===== src/rtl/if_stage.sv =====
// Instruction-fetch stage: program counter, asynchronous imem address, IF/ID pipeline register
// and a retired-fetch counter. Handles stall, flush and PC redirect.
module if_stage #(
  parameter logic [31:0] RESET_PC = 32'h0000_0000,
  parameter logic [31:0] NOP_WORD = 32'h0000_0000
) (
  input  logic        clk,
  input  logic        rst,
  output logic [31:0] imem_addr,
  input  logic [31:0] imem_dout,
  input  logic        stall,
  input  logic        flush,
  input  logic        redirect,
  input  logic [31:0] redirect_pc,
  output logic [31:0] id_ir,
  output logic [31:0] id_pc,
  output logic [31:0] id_pc4,
  output logic        id_valid,
  output logic [31:0] fetch_cnt
);

  logic [31:0] pc_q, pc_d;
  logic [31:0] pc_plus4;
  logic [31:0] ir_q, ir_d;
  logic [31:0] id_pc_q, id_pc_d;
  logic [31:0] id_pc4_q, id_pc4_d;
  logic        valid_q, valid_d;
  logic [31:0] cnt_q, cnt_d;
  logic        load;

  // Redirect targets are word-aligned; the dropped low bits are intentionally ignored.
  logic [1:0] unused_redirect_lsb;
  assign unused_redirect_lsb = redirect_pc[1:0];

  assign pc_plus4 = pc_q + 32'd4;
  assign load     = !flush && !stall;

  // Next PC: redirect wins over stall, so a taken branch is never lost behind a hazard.
  always_comb begin
    pc_d = pc_q;
    if (redirect) begin
      pc_d = {redirect_pc[31:2], 2'b00};
    end else if (!stall) begin
      pc_d = pc_plus4;
    end
  end

  // IF/ID next state: flush keeps id_pc/id_pc4 so the bubble still carries a sane address.
  always_comb begin
    ir_d     = ir_q;
    id_pc_d  = id_pc_q;
    id_pc4_d = id_pc4_q;
    valid_d  = valid_q;
    cnt_d    = cnt_q;
    if (flush) begin
      ir_d    = NOP_WORD;
      valid_d = 1'b0;
    end else if (load) begin
      ir_d     = imem_dout;
      id_pc_d  = pc_q;
      id_pc4_d = pc_plus4;
      valid_d  = 1'b1;
      cnt_d    = cnt_q + 32'd1;
    end
  end

  always_ff @(posedge clk) begin
    if (rst) begin
      pc_q <= RESET_PC;
    end else begin
      pc_q <= pc_d;
    end
  end

  always_ff @(posedge clk) begin
    if (rst) begin
      ir_q     <= NOP_WORD;
      id_pc_q  <= 32'd0;
      id_pc4_q <= 32'd0;
      valid_q  <= 1'b0;
      cnt_q    <= 32'd0;
    end else begin
      ir_q     <= ir_d;
      id_pc_q  <= id_pc_d;
      id_pc4_q <= id_pc4_d;
      valid_q  <= valid_d;
      cnt_q    <= cnt_d;
    end
  end

  assign imem_addr = pc_q;
  assign id_ir     = ir_q;
  assign id_pc     = id_pc_q;
  assign id_pc4    = id_pc4_q;
  assign id_valid  = valid_q;
  assign fetch_cnt = cnt_q;

endmodule


===== config.mk =====
export PLATFORM = sky130hd
export DESIGN_NAME = if_stage
export DESIGN_NICKNAME = d
export VERILOG_FILES = /design/src/rtl/if_stage.sv
export SDC_FILE = /design/constraint.sdc
export NUM_CORES = 1
export LEC_CHECK = 0
export BUFFER_PORTS_ARGS = -buffer_cell sky130_fd_sc_hd__buf_4
export CORE_UTILIZATION = 51
export DETAILED_ROUTE_END_ITERATION = 10
export PLACE_DENSITY = 0.9
export SLEW_MARGIN = 20
export SYNTH_ARGS = -nofsm -noshare
export SYNTH_HDL_FRONTEND = slang
export SYNTH_SLANG_ARGS = --single-unit
export TNS_END_PERCENT = 100

===== constraint.sdc =====
create_clock -name clk -period 2.9 [get_ports clk]
set_input_delay 0.58 -clock clk [delete_from_list [all_inputs] [get_ports clk]]
set_output_delay 0.58 -clock clk [all_outputs]
set_load 0.02 [all_outputs]

; ---- After elaboration in Yosys (flattened, before gate mapping)
; Cells that the tools add are included.
[word_totals]
regBits = 161
latch_bits = 0
ram_bits = 0
mem_bits_ro = 0
input_bits = 69
out_inout_bits = 161
wordCells = 19
mem_count = 0
[classes]
n_addsub = 2
multipliers = 0
div = 0
magnitude_cmp = 0
n_eq_ne = 1
n_shift = 0
n_mux = 2
bitwise_logic = 1
reduce_logical = 6
[op_table]
columns = operator, n
row1 = $mux 32, 2
row2 = $add 32x1->32 const B, 1
row3 = $add 32x3->32 const B, 1
row4 = $reduce_or 2->1, 2
row5 = $logic_not 1->1, 2
row6 = $ne 2x1->1 const B, 1
row7 = $reduce_and 2->1, 1
row8 = $logic_and 1x1->1, 1
row9 = $not 1->1, 1

; ---- Depth between registers and ports, before layout
[depth]
depth_word = 3
mapped_depth = 7
depth_no_buf = 5

; ---- Worst setup path after synthesis
; Ideal clock, no wire load.
[synth_timing]
kind = register -> register
start = register pc_q[2], in the netlist imem_addr[2]
end = register pc_q[30], in the netlist imem_addr[30]
setup_time_ns = 0.091
t_arrival_ns = 2.143
required_time_ns = 2.809
path_slack_ns = 0.666
stages_incl_launch_ff = 7
n_path_buf = 1
cell_sequence = dfxtp_1 ha_1 nand4_2 or3_1 buf_2 or4_1 a311oi_1
[synth_between]
elab_chain_len = 3
[synth_lines]
columns = item, line_no
row1 = "start, declared", 22  ; logic [31:0] pc_q, pc_d;
row2 = "start signal, assigned", 71  ; pc_q <= pc_d;
row3 = $add 32x3->32, 35  ; assign pc_plus4 = pc_q + 32'd4;
row4 = $mux 32, 43  ; end else if (!stall) begin
row5 = $mux 32, 41  ; if (redirect) begin
; No other way between the ends. The select of a mux whose other input is x is not followed.
; A chain may end at the register's enable or synchronous reset.

; ---- Final worst setup path
[layout_timing]
start = register pc_q[3], in the netlist imem_addr[3]
end = register pc_q[20], in the netlist imem_addr[20]
; The elaborated chain is that of the path after synthesis.

==> summary.txt <==
Floorplanning
  • # rows: 42
  • Initial Util: 0.527
  • Die outline height: 119 um
  • # IOs: 230
  • Die width: 119 um
  • Core box area: 13,300 um2
  • Die ar.: 14,300 um2

STA
  • Setup_tns: 0 ns
  • Minimum clock period: 2.54 ns
  • F_max: 393 MHz
  • Finish-stage setup viols: 0
  • Hold WS: 0.384 ns
  • Final Skew: 0.0101 ns
  • Max-slew headroom: 0.572
  • RSZ-0062 raised after global routing: no
  • Worst Tran Pin Value: 0.641 ns
  • Final Hold Viols: 0
  • Max-slew violation count: 0
  • Final period util: 0.877

Route
  • Pre-antenna DRT Iters: 6
  • Via count: 7,036
  • Detailed Route WL: 21,000 um
  • DRT iter0 DRCs: 555
  • Residual DRC: 0
  • Wire per inst: 17.5 um
  • Post-route ant nets: 0
  • Routed vias/inst: 5.88

Place
  • Port buffer count: 221
  • HPWL after DPL: 14,800 um
  • Final GP Congestion: 0.908

CTS
  • Cts hold-fix bufs: 0
  • Cts repair resizes: 0
  • Htree depth: 4
  • Clock Sinks: 155
  • Clock-pin slew on the worst setup and hold paths: 0.06 ns
  • Inserted Clock Buffers: 17
  • Clock Latency Late Sink: 0.42 ns
  • Setup Buffers After CTS: 0
  • CTS tree: yes
  • CTS Buffer Depth: 2
  • Root Buffer: clkbuf_16

Final layout
  • Commonest non-fill, non-tap cell in the layout: buf_4
  • Commonest non-fill, non-tap cells in the layout: buf_4 (238), dfxtp_1 (155), nand2_1 (88)
  • Layout cells sized above 1: 0.282
  • Layout Nets: 1,079
  • Area Growth Syn to Fin: 32.0%
  • Fin util: 0.696
  • Fill cells: 1,065
  • Diodes inserted: 0

Global route
  • Initial antenna violation count: 0
  • Vias in the first global route: 6,606
  • Total track usage: 0.292
  • Wire length of the first global-routing pass: 33,100 um
  • Largest net degree at the start of global routing: 55
  • Remaining Overflow, GRT: 0

Synthesis
  • Mapped Cells: 823
  • Seq cells post-synth: 155
  • Register area share after synthesis: 0.441
  • Netlist cell types: 53
  • Synth Warn #: 0
  • Cell area after synthesis: 7040 um2
  • Syn Area/Cell: 8.55 um2

Job
  • Max_cap viols: 0

Setup path
  • Critical path's top delay family: simple AND/OR/NAND/NOR gates
  • Worst Path Buf+Inv: 0
  • CP required: 3.23 ns
  • Worst Path Arrival: 2.87 ns
  • Critical path cell sequence: ha_1, nand4_2, or3_1, or4_2, a311oi_1
  • Slowest stage cell, crit path: or4_2
  • Crit Path Max Fanout: 13
  • Max stage delay on crit path: 0.59 ns
  • Critical Path Start Type: flip-flop
  • Critical path class: flip-flop to flip-flop
  • Setup crit end kind: flip-flop

Run status
  • Status: finished clean

Power
  • Static leakage: 3.70 nW
  • Pwr dens: 555 nW/um2
  • Worst VDD drop: 508 uV

Hold path
  • Worst Hold Class: input pin to flip-flop
==> final timing paths <==
kind	end	start	slack (ns)	cells after the start
max	imem_addr[20]	imem_addr[3]	0.36	5
min	imem_addr[4]	redirect_pc[4]	0.38	2
max reg2reg	imem_addr[20]	imem_addr[3]	0.36	5
min reg2reg	id_pc[23]	id_pc[23]	0.45	2
==> synthesized netlist by cell type (all sizes together) <==
library cell	number	area share
nand2	89	0.049
a311oi	18	0.022
inv	9	0.0048
or2	8	0.0071
nand4	25	0.026
xor2	16	0.020
a31o	1	0.0012
dfxtp	155	0.44
nor2b	1	0.00089
nor3b	1	0.0011
conb	1	0.00053
o211a	1	0.0014
o31a	2	0.0025
nor3	19	0.014
o21ai	39	0.028
o41ai	1	0.0012
and2	3	0.0027
a21oi	62	0.044
a211oi	18	0.019
and4bb	2	0.0036
mux2i	33	0.047
nor4	13	0.012
and3	2	0.0020
nor2	82	0.044
ha	2	0.0036
or4	27	0.029
a31oi	9	0.0080
or3	20	0.018
o221ai	1	0.0012
a2111oi	2	0.0034
o21a	1	0.0011
xnor2	18	0.022
buf	28	0.024
nand3	19	0.014
clkbuf	50	0.031
and4	17	0.021
nand4b	2	0.0025
o31ai	26	0.028
==> state kept, by name, indices dropped and copies added, names as in the netlist <==
signal,cells
fetch_cnt,32
id_ir,32
id_pc,30
imem_addr,30
id_valid,1
id_pc4,30
==> logic make-up (layout without fill, tap and decap cells) <==
logic type / count (synthesis) / count (layout) / synth area share
compound gates: 181 / 181 / 0.161
xor+xnor: 34 / 34 / 0.0423
fa+ha+maj: 2 / 2 / 0.00355
buf+inv: 87 / 280 / 0.0601
flops: 155 / 155 / 0.441
mux: 33 / 33 / 0.0469
other cells: 1 / 6 / 0.000533
simple gates: 330 / 330 / 0.245
==> per-layer routing <==
metal / GRT usage / up-vias / wire length (um)
met5: 0 / - / 0
met3: 0.0917 / 40 / 1910
li1: - / 3357 / -
met2: 0.491 / 354 / 10100
met4: 0.113 / 0 / 546
met1: 0.347 / 3285 / 8400
==> final cells by class <==
type / count / area, um2 / share of cell area
Clock inverter: 10 / 115 / 0.0124
Timing Repair Buffer: 239 / 1810 / 0.194
Sequential cell: 155 / 3100 / 0.334
Inverter: 9 / 33.8 / 0.00363
Tap cell: 176 / 220 / 0.0237
Multi-Input combinational cell: 586 / 3540 / 0.381
Clock buffer: 22 / 474 / 0.0510
==> where the power goes <==
part / internal (mW) / leakage, nW / switching [mW]
Sequential: 2.22 / 1.27 / 0.109
Clock: 1.34 / 0.283 / 0.881
Combinational: 0.269 / 2.15 / 0.351
==> per-stage QoR <==
step	cells	total power [mW]	instance area, um2	setup WS [ns]
after CTS	1197	5.18	9290	0.373
after global placement	1165	2.97	8700	0.499
final	1197	5.16	9290	0.358
after detailed placement	1165	2.98	8700	0.418
after global routing	1197	5.34	9290	0.219
after floorplan	828	2.70	7060	0.666
Power figures use the tool's default switching activity.
